### config.mk
export PLATFORM = sky130hd
export DESIGN_NAME = seq_isqrt
export DESIGN_NICKNAME = d
export VERILOG_FILES = /design/src/rtl/seq_isqrt.sv
export SDC_FILE = /design/constraint.sdc
export NUM_CORES = 1
export LEC_CHECK = 0
export BUFFER_PORTS_ARGS = -buffer_cell sky130_fd_sc_hd__clkbuf_2
export CORE_MARGIN = 4
export CORE_UTILIZATION = 61
export DETAILED_ROUTE_END_ITERATION = 8
export PLACE_DENSITY = 0.79
export SETUP_SLACK_MARGIN = 0.5
export SYNTH_ARGS = -nofsm -noshare
export SYNTH_HDL_FRONTEND = slang
export SYNTH_SLANG_ARGS = --single-unit
### constraint.sdc
create_clock -name clk -period 3.7 [get_ports clk]
set_clock_uncertainty 0.05 [all_clocks]
set_input_delay 0.74 -clock clk [delete_from_list [all_inputs] [get_ports clk]]
set_output_delay 0.74 -clock clk [all_outputs]
set_load 0.05 [all_outputs]
### src/rtl/seq_isqrt.sv
// ============================================================================
//  Module   : seq_isqrt
//  Purpose  : Multi-cycle integer square root, restoring digit-by-digit method.
//             Retires two radicand bits per cycle using a single trial
//             subtract, producing floor(sqrt(din)) and the remainder
//             din - root*root.
//  Ports    : clk    - rising-edge clock
//             rst_n  - asynchronous active-low reset
//             start  - request; accepted in IDLE or DONE
//             din    - WIDTH-bit unsigned radicand, sampled on acceptance
//             busy   - high while iterations are running
//             done   - one-cycle pulse, root/rem freshly updated
//             root   - WIDTH/2-bit root, held until the next done
//             rem    - (WIDTH/2+1)-bit remainder, held until the next done
//  Revision : 1.0 - initial release
// ============================================================================
`default_nettype none

module seq_isqrt #(
    parameter int WIDTH = 8
) (
    input  logic                 clk,
    input  logic                 rst_n,
    input  logic                 start,
    input  logic [WIDTH-1:0]     din,
    output logic                 busy,
    output logic                 done,
    output logic [WIDTH/2-1:0]   root,
    output logic [WIDTH/2:0]     rem
);

    localparam int N  = WIDTH / 2;
    localparam int CW = $clog2(N + 1);

    typedef enum logic [1:0] {
        S_IDLE = 2'd0,
        S_CALC = 2'd1,
        S_DONE = 2'd2
    } state_t;

    state_t          state_q, state_d;
    logic [WIDTH-1:0] rad_q,   rad_d;
    logic [N-1:0]    proot_q, proot_d;
    logic [N:0]      prem_q,  prem_d;
    logic [CW-1:0]   cnt_q,   cnt_d;
    logic            busy_q,  busy_d;
    logic            done_q,  done_d;
    logic [N-1:0]    root_q,  root_d;
    logic [N:0]      rem_q,   rem_d;

    // Trial subtract carried at N+3 bits so neither operand is truncated;
    // bit N+2 acts as the sign of the difference.
    logic [N+2:0] w_t;
    logic [N+2:0] w_trial;
    logic [N+2:0] w_diff;
    logic [N+2:0] w_sel;
    logic         w_unused_hi;

    assign w_t     = {prem_q, rad_q[WIDTH-1 -: 2]};
    assign w_trial = {1'b0, proot_q, 2'b01};
    assign w_diff  = w_t - w_trial;
    // Negative difference restores the shifted remainder.
    assign w_sel   = w_diff[N+2] ? w_t : w_diff;
    // The selected remainder is provably <= 2*root, so its top two bits are
    // always zero and are intentionally dropped.
    assign w_unused_hi = ^w_sel[N+2:N+1];

    always_comb begin
        state_d = state_q;
        rad_d   = rad_q;
        proot_d = proot_q;
        prem_d  = prem_q;
        cnt_d   = cnt_q;
        busy_d  = 1'b0;
        done_d  = 1'b0;
        root_d  = root_q;
        rem_d   = rem_q;

        case (state_q)
            // DONE behaves like IDLE for acceptance so results can stream
            // back-to-back at one per N+1 cycles.
            S_IDLE, S_DONE: begin
                if (start) begin
                    rad_d   = din;
                    proot_d = '0;
                    prem_d  = '0;
                    cnt_d   = CW'(N);
                    busy_d  = 1'b1;
                    state_d = S_CALC;
                end else begin
                    state_d = S_IDLE;
                end
            end
            S_CALC: begin
                prem_d = w_sel[N:0];
                if (!w_diff[N+2]) begin
                    proot_d = (proot_q << 1) | N'(1);
                end else begin
                    proot_d = proot_q << 1;
                end
                rad_d = rad_q << 2;
                cnt_d = cnt_q - CW'(1);
                if (cnt_q == CW'(1)) begin
                    root_d  = proot_d;
                    rem_d   = prem_d;
                    done_d  = 1'b1;
                    state_d = S_DONE;
                end else begin
                    busy_d  = 1'b1;
                end
            end
            default: begin
                state_d = S_IDLE;
            end
        endcase
    end

    always_ff @(posedge clk or negedge rst_n) begin
        if (!rst_n) begin
            state_q <= S_IDLE;
            rad_q   <= '0;
            proot_q <= '0;
            prem_q  <= '0;
            cnt_q   <= '0;
            busy_q  <= 1'b0;
            done_q  <= 1'b0;
            root_q  <= '0;
            rem_q   <= '0;
        end else begin
            state_q <= state_d;
            rad_q   <= rad_d;
            proot_q <= proot_d;
            prem_q  <= prem_d;
            cnt_q   <= cnt_d;
            busy_q  <= busy_d;
            done_q  <= done_d;
            root_q  <= root_d;
            rem_q   <= rem_d;
        end
    end

    assign busy = busy_q;
    assign done = done_q;
    assign root = root_q;
    assign rem  = rem_q;

endmodule

`default_nettype wire

## Word level (Yosys, flattened, before mapping)

Index checks and enable logic that the tools add are counted.

- Register bits after elaboration: 33
- Bits in latches: 0
- Memory bits (writable): 0
- Memory bits (read-only): 0
- Bits of input ports: 11
- Output and inout port bits: 11
- Memories: 0

- Add/sub/neg operators: 2
- $mul: 0
- Div/mod/pow operators: 0
- Order comparisons: 0
- Equality and inequality tests: 5
- Shift operators: 0
- Muxes and demuxes: 18
- Bitwise operators: 0
- Reduce and logical (&&, ||, !) cells: 5

Operators by type and width:

| operator | number |
|---|---|
| $pmux W8 S2 | 1 |
| $mux W5 | 2 |
| $pmux W5 S2 | 1 |
| $mux W8 | 1 |
| $pmux W4 S2 | 1 |
| $sub A7 B6 Y7 | 1 |
| $mux W1 | 6 |
| $pmux W3 S2 | 1 |
| $mux W4 | 1 |
| $ne A2 B2 Y1 const B | 2 |
| $pmux W2 S2 | 1 |
| $reduce_and A2 Y1 | 2 |
| $eq A3 B1 Y1 const B | 1 |
| $mux W3 | 1 |
| $sub A3 B1 Y3 const B | 1 |
| $eq A2 B1 Y1 const B | 1 |
| $eq A2 B2 Y1 const B | 1 |
| $logic_not A2 Y1 | 1 |
| $mux W2 | 1 |
| $pmux W1 S2 | 1 |
| $reduce_bool A2 Y1 | 1 |
| $reduce_or A2 Y1 | 1 |

## Depth between registers and ports, before layout

Gate-level depths: netlist of the first run.

- Word-level depth: 4
- Gate-level depth with buffers: 8
- Gate-level depth less buffers: 7

## Worst setup path before layout of the first run

No wires, ideal clock.

- Path type: reg-to-reg
- Start point: register prem_q[0]
- End point: register rem_q[3], in the netlist rem[3]
- Setup time: 124 ps
- Arrival: 1714 ps
- Setup slack: 1812 ps
- Stages on the path, launching flop included: 7
- Buffers on the path: 0
- Period minus slack after synthesis: 1888 ps
- Path through: dfrtp_1 > ha_1 > nand2b_4 > a211oi_2 > o21ai_1 > and3_1 > o31a_1

- Cells in the longest elaborated chain, start to end: 2

Ends and longest elaborated chain:

| item | RTL line | RTL |
|---|---|---|
| start, declared | 44 | `logic [N:0] prem_q, prem_d;` |
| start signal, assigned | 133 | `prem_q <= prem_d;` |
| $sub A7 B6 Y7 | 61 | `assign w_diff = w_t - w_trial;` |
| $mux W5 | 63 | `assign w_sel = w_diff[N+2] ? w_t : w_diff;` |
| end signal, assigned | 138 | `rem_q <= rem_d;` |
| end, declared | 49 | `logic [N:0] rem_q, rem_d;` |

No other way between the ends.
A chain may end at the register's enable or synchronous reset.

## Worst setup path after layout of the first run

- Start point: register proot_q[1]
- End point: register prem_q[1]

- Cells in the longest elaborated chain, start to end: 3

Ends and longest elaborated chain:

| item | RTL line | RTL |
|---|---|---|
| start, declared | 43 | `logic [N-1:0] proot_q, proot_d;` |
| start signal, assigned | 132 | `proot_q <= proot_d;` |
| $sub A7 B6 Y7 | 61 |  |
| $mux W5 | 63 |  |
| $pmux W5 S2 | 79 | `case (state_q)` |

No other way between the ends.

==> results of run 1 <==
placed cells by master (no fill, tap or decap), types with 6 or more instances in the layout:
cell       n
o21ai_0    6
nor2b_1    6
o21ai_1   11
nor2_1     7
clkbuf_2  21
a21oi_1   10
dfrtp_1   33
ha_1       7
o31ai_1    7
inv_1     10
nand2_1   23
mux2i_1    6
per-layer routing:
| metal | global-route usage, % | wire length (um) | vias up |
|---|---|---|---|
| met4 | 11.2 | 78 | 0 |
| li1 | - | - | 685 |
| met3 | 6.92 | 171 | 9 |
| met5 | 0 | 0 | - |
| met2 | 41.3 | 1950 | 38 |
| met1 | 25.4 | 1400 | 657 |
worst max-delay path: cells and delay by family, from the launching register on:
kind	cells	cell delay (ps)
AO/OA/AOI/OAI	4	990
adder cells (fa/ha/maj)	1	370
buffers and inverters	1	100
flip-flops	1	370
AND/OR/NAND/NOR	1	130
worst max-delay path by stage:
stage                     slack [ps]                    end  cells after the start
after floorplan                 1810     rem[3]$_DFFE_PN0P_                      6
after global placement          1470  prem_q[3]$_DFFE_PN0P_                      5
after detailed placement        1380  prem_q[3]$_DFFE_PN0P_                      5
after CTS                       1600     rem[3]$_DFFE_PN0P_                      7
after global routing            1410     rem[3]$_DFFE_PN0P_                      6
final                           1580  prem_q[1]$_DFFE_PN0P_                      7
cell usage after synthesis, types with 3 or more instances:
| library cell | instances | share of area (%) |
|---|---|---|
| dfrtp_1 | 33 | 47 |
| o21ai_1 | 11 | 3.1 |
| nor3_1 | 5 | 1.4 |
| o21bai_1 | 3 | 1.3 |
| nand2_1 | 23 | 4.9 |
| nand3_1 | 3 | 0.86 |
| nor2b_1 | 6 | 2.1 |
| inv_1 | 10 | 2.1 |
| nor2_1 | 7 | 1.5 |
| o21ai_0 | 6 | 1.7 |
| o31ai_1 | 7 | 3.0 |
| a21oi_1 | 10 | 2.9 |
| a211oi_1 | 5 | 2.1 |
| mux2i_1 | 6 | 3.4 |
| buf_2 | 4 | 1.1 |
| clkbuf_1 | 5 | 1.1 |
| ha_1 | 7 | 5.0 |
| nand2b_1 | 3 | 1.1 |
through the flow:
stage,hold slack (ps),utilization (%),area (um^2),setup WS (ps),instances
final,413,69.8,1930,1580,233
after global routing,438,69.8,1930,1410,233
after CTS,431,69.8,1930,1600,233
after detailed placement,425,67.5,1860,1380,225
after global placement,416,67.5,1860,1470,225
after floorplan,394,-,1760,1810,182
area by class of cell:
class | instances | area, um^2
Clock buffer | 6 | 51.3
Clock inverter | 2 | 13.8
Fill cell | 227 | 832
Inverter | 12 | 45.0
Multi-Input combinational cell | 128 | 846
Sequential cell | 33 | 826
Tap cell | 31 | 38.8
Timing Repair Buffer | 21 | 105
cell families after synthesis:
group	count (synthesis)	synth area share, %
compound gates	55	20.7
xor+xnor	4	2.78
fa+ha+maj	7	4.99
buf+inv	21	4.78
flops	33	47.0
mux	6	3.42
simple gates	56	16.3
flip-flops by register name, summed over array words and instances, names as in the netlist:
name / cells
busy: 1
rad_q: 8
rem: 5
prem_q: 5
done: 1
proot_q: 4
root: 4
state_q: 2
cnt_q: 3
==> results.sh, run 1 <==
export IMPL_cts_tree="built"
export IMPL_dieHeight_um=61.6
export IMPL_ys_warn_count=0
export IMPL_path_max_fanout=4
export IMPL_grt_pass1_vias=1410
export IMPL_fin_crit_sh_pct=57.2
export IMPL_drt_vias_per_instance=5.96
export IMPL_nNetsFinal=219
export IMPL_grt_first_pass_wirelength_mm=6.27
export IMPL_drt_first_pass_iters=5
export IMPL_post_route_min_period_ps=2120
export IMPL_r2r_end="prem_q[1]$_DFFE_PN0P_"
export IMPL_synth_edf_count=0
export IMPL_synth_fp_nets=200
export IMPL_synth_cell_types=42
export IMPL_finalMaxSlewViolations=0
export IMPL_min_path_type="in -> async"
export IMPL_avgRoutedWirePerCell_um=15.5
export IMPL_synthArstFlopShare_pct=100
export IMPL_antenna_found_initial=0
export IMPL_drt_initial_drc_count=60
export IMPL_postCtsSetupBuffers=0
export IMPL_r2r_setup_slack_ps=1580
export IMPL_port_buffers=21
export IMPL_cts_path_max_buffers=2
export IMPL_start_util_pct=63.7
export IMPL_gp_congestion=0.877
export IMPL_syn_instance_count=182
export IMPL_finalSetupTns_ps=0
export IMPL_r2r_cells=7
export IMPL_cts_clk_slew_worst_paths_ps=110
export IMPL_die_x_um=61.6
export IMPL_cp_slowest_cell="a211oi_1"
export IMPL_grt_overflow=0
export IMPL_area_growth_pct=9.69
export IMPL_path_cells="inv_1, ha_1, o21ai_0, a21o_1, a211oi_1, nor3_1, o31ai_1"
export IMPL_syn_area_um2=1760
export IMPL_core_area_um2=2760
export IMPL_cts_buffers=5
export IMPL_die_area_um2=3800
export IMPL_crit_type="reg -> reg"
export IMPL_grt_setup_unrepaired="no"
export IMPL_diodes=0
export IMPL_drive_gt1_share_pct=17.8
export IMPL_fmax_ghz=0.472
export IMPL_syn_area_per_cell_um2=9.65
export IMPL_ios=22
export IMPL_grt_max_degree=34
export IMPL_grt_total_usage_pct=23.4
export IMPL_vias=1389
export IMPL_crit_path_end_kind="register"
export IMPL_worst_endpoint_arrival_ps=2310
export IMPL_dpl_hpwl_mm=2.63
export IMPL_ys_seq_area_share_pct=47.0
export IMPL_synth_main_ff_cell="dfrtp_1"
export IMPL_setup_worst_path_start="proot_q[1]$_DFFE_PN0P_"
export IMPL_hold_viol=0
export IMPL_ctsResizeCount=0
export IMPL_drc_errors=0
export IMPL_clk_latency_ps=340
export IMPL_routed_wl_mm=3.60
export IMPL_max_slew_worst_pin_slew_ps=805
export IMPL_relSlewSlack_pct=46.3
export IMPL_status="finished, final reports clean"
export IMPL_finalSetupViolCount=0
export IMPL_cts_hold_buffers=0
export IMPL_drv_cap=0
export IMPL_h_tree_depth=2
export IMPL_clock_root_buffer="clkbuf_4"
export IMPL_row_count=19
export IMPL_ys_seq_elements=33
export IMPL_cts_sinks=33
export IMPL_required_ps=3890
export IMPL_ant_nets=0
export IMPL_critPathLaunchType="register"
export IMPL_cpPeakStageDelay_ps=430
export IMPL_rr_startpoint="proot_q[1]$_DFFE_PN0P_"
Power of run 1 is not shown: default switching activity piles up to over one toggle a cycle in this logic, so the estimate is an artifact.
==> run 2: changes to the inputs <==
--- a/config.mk
+++ b/config.mk
@@ -5,11 +5,12 @@
 export SDC_FILE = /design/constraint.sdc
 export NUM_CORES = 1
 export LEC_CHECK = 0
+export ABC_AREA = 1
 export BUFFER_PORTS_ARGS = -buffer_cell sky130_fd_sc_hd__clkbuf_2
 export CORE_MARGIN = 4
-export CORE_UTILIZATION = 61
+export CORE_UTILIZATION = 51
 export DETAILED_ROUTE_END_ITERATION = 8
-export PLACE_DENSITY = 0.79
+export PLACE_DENSITY = 0.71
 export SETUP_SLACK_MARGIN = 0.5
 export SYNTH_ARGS = -nofsm -noshare
 export SYNTH_HDL_FRONTEND = slang
==> constraint.sdc (replaced) <==
create_clock -name clk -period 1.9 [get_ports clk]
set_clock_uncertainty 0.05 [all_clocks]
set_input_delay 0.38 -clock clk [delete_from_list [all_inputs] [get_ports clk]]
set_output_delay 0.38 -clock clk [all_outputs]
set_load 0.05 [all_outputs]
==> run 2 against run 1 <==
Effect of this change:
- the flow now finishes with violations (hold timing)
- core utilization up 7.0 points
- critical path depth grew 2
- via count rose by 3.5%
- synthesized cell count increased by 2.7%
- register-to-register slack got worse by 1300 ps
- first-iteration DRC count fell by 6.7%
- cell count grew 18%
- setup slack lost 1300 ps
- worst hold slack got worse by 420 ps
- sequential share of layout area shrank 7.7 points
- routed wire length up 17%
- global-route usage is 2.4 points lower
- critical endpoint unchanged
- largest cell class unchanged
==> results.sh, run 2 <==
export IMPL_worst_endpoint_arrival_ps=1820
export IMPL_die_x_um=64.7
export IMPL_grt_max_degree=34
export IMPL_violations="hold timing"
export IMPL_grt_first_pass_wirelength_mm=6.64
export IMPL_fmax_ghz=0.612
export IMPL_clock_root_buffer="clkbuf_4"
export IMPL_dieHeight_um=64.7
export IMPL_wl_met1_mm=1.69
export IMPL_nNetsFinal=247
export IMPL_synth_top_cell_area_share_pct=50.4
export IMPL_dpl_hpwl_mm=2.55
export IMPL_core_area_um2=3050
export IMPL_ys_seq_area_share_pct=50.4
export IMPL_mostFrequentLayoutCells="nand2_1, dfrtp_1, buf_4, inv_1, nand3_2"
export IMPL_largest_register="rad_q"
export IMPL_h_tree_depth=2
export IMPL_max_slew_worst_pin_slew_ps=412
export IMPL_synth_fp_nets=205
export IMPL_path_max_fanout=5
export IMPL_r2r_end="prem_q[1]$_DFFE_PN0P_"
export IMPL_yosysMostFrequentCell="nand2_1"
export IMPL_status="complete, but fails checks"
export IMPL_dr_wl_met3_um=191
export IMPL_drt_initial_drc_count=56
export IMPL_cp_slowest_cell="dfrtp_1"
export IMPL_cts_clk_slew_worst_paths_ps=100
export IMPL_area_growth_pct=43.1
export IMPL_min_path_type="in -> async"
export IMPL_cpPeakStageDelay_ps=440
export IMPL_path_cells="ha_4, nand2_2, inv_2, nand2_2, nand3_4, nand2_4, nand3_2, nand3_1, nand2_1"
export IMPL_r2r_setup_slack_ps=270
export IMPL_relSlewSlack_pct=72.5
export IMPL_drt_first_pass_iters=4
export IMPL_syn_area_um2=1640
export IMPL_row_count=20
export IMPL_syn_area_per_cell_um2=8.77
export IMPL_finalSetupTns_ps=0
export IMPL_finalMaxSlewViolations=0
export IMPL_final_common_cell="nand2_1"
export IMPL_met2_length_mm=2.20
export IMPL_start_util_pct=53.7
export IMPL_die_area_um2=4180
export IMPL_grt_setup_unrepaired="yes"
export IMPL_port_buffers=21
export IMPL_fin_crit_sh_pct=86.0
export IMPL_top_layer="met4"
export IMPL_post_route_util_pct=76.8
export IMPL_rr_startpoint="prem_q[3]$_DFFE_PN0P_"
export IMPL_critPathLaunchType="register"
export IMPL_gp_congestion=0.899
export IMPL_synth_edf_count=0
export IMPL_post_route_min_period_ps=1630
export IMPL_ys_warn_count=0
export IMPL_hold_viol=8
export IMPL_grt_pass1_vias=1464
export IMPL_grt_overflow=0
export IMPL_synth_common_cells="nand2_1, dfrtp_1, nand3_1, inv_1, nor2_1"
export IMPL_crit_type="reg -> reg"
export IMPL_ios=22
export IMPL_avgRoutedWirePerCell_um=15.4
export IMPL_largest_reg_flops=8
export IMPL_diodes=0
export IMPL_drive_gt1_share_pct=46.1
export IMPL_cts_sinks=33
export IMPL_clk_latency_ps=340
export IMPL_finalSetupViolCount=0
export IMPL_synth_area_leaders="dfrtp_1, nand2_1, nand3_1"
export IMPL_fin_worst_hold_slack_ps=-8.83
export IMPL_drt_vias_per_instance=5.25
export IMPL_drc_errors=0
export IMPL_r2r_cells=9
export IMPL_antenna_found_initial=0
export IMPL_required_ps=2090
export IMPL_cts_path_max_buffers=2
export IMPL_cts_tree="built"
export IMPL_ant_nets=0
export IMPL_grt_total_usage_pct=20.9
export IMPL_cts_hold_buffers=0
export IMPL_synth_top_area_cell="dfrtp_1"
export IMPL_syn_instance_count=187
export IMPL_synth_main_ff_cell="dfrtp_1"
export IMPL_crit_path_end_kind="register"
export IMPL_cp_common_cell="nand2_2"
export IMPL_ys_seq_elements=33
export IMPL_cts_buffers=5
export IMPL_routed_wl_mm=4.23
export IMPL_drv_cap=0
export IMPL_synthArstFlopShare_pct=100
export IMPL_vias=1438
export IMPL_synth_cell_types=22
## run 2: cell families after synthesis
group	synth area share [%]
XOR/XNOR	0.534
AO/OA/AOI/OAI	10.8
AND/OR/NAND/NOR	24.0
buffers and inverters	9.01
flip-flops	50.4
adder cells (fa/ha/maj)	5.34
## run 2: repair_timing
action	in CTS	in global routing
pin swaps	5	19
endpoints found under the setup margin	29	28
setup buffers	10	8
resized for setup	24	44
## run 2: cell type report
| class | count | area (um^2) |
|---|---|---|
| well taps | 44 | 55.1 |
| fillers | 217 | 707 |
| clock inverters | 1 | 30.0 |
| repair buffers | 40 | 288 |
| multi-input cells | 121 | 975 |
| inverters | 28 | 118 |
| clock buffers | 7 | 55.1 |
| flip-flops and latches | 33 | 826 |
## run 2: worst max-delay path by stage
stage / slack, ps / end / start
final: 270 / prem_q[1]$_DFFE_PN0P_ / prem_q[3]$_DFFE_PN0P_
after global routing: 210 / prem_q[1]$_DFFE_PN0P_ / prem_q[1]$_DFFE_PN0P_
after CTS: 350 / prem_q[2]$_DFFE_PN0P_ / prem_q[3]$_DFFE_PN0P_
after detailed placement: 280 / rad_q[2]$_DFFE_PN0P_ / start
after global placement: 310 / prem_q[2]$_DFFE_PN0P_ / rad_q[6]$_DFFE_PN0P_
after floorplan: 480 / rem[0]$_DFFE_PN0P_ / proot_q[3]$_DFFE_PN0P_
## run 2: metal layers
layer / vias to the layer above / global-route usage (%)
met4: 0 / 9.50
li1: 695 / -
met3: 14 / 7.11
met2: 46 / 34.9
met5: - / 0
met1: 683 / 24.2
## run 2: per-stage QoR
stage	std cells	setup slack [ps]	area, um^2	hold WS [ps]
2_1_floorplan	187	477	1770	34.4
3_3_place_gp	248	307	1890	377
3_5_place_dp	248	276	1890	377
4_1_cts	266	353	2140	7.54
5_1_grt	274	211	2350	15.8
6_report	274	266	2350	-8.83
## run 2: critical path, delay by kind of cell (launching register included)
kind | cells | cell delay, ps
buffers and inverters | 1 | 60
and+or+nand+nor | 7 | 700
adders and majority gates | 1 | 280
DFF | 1 | 440
Power of run 2 is left out for the same reason.
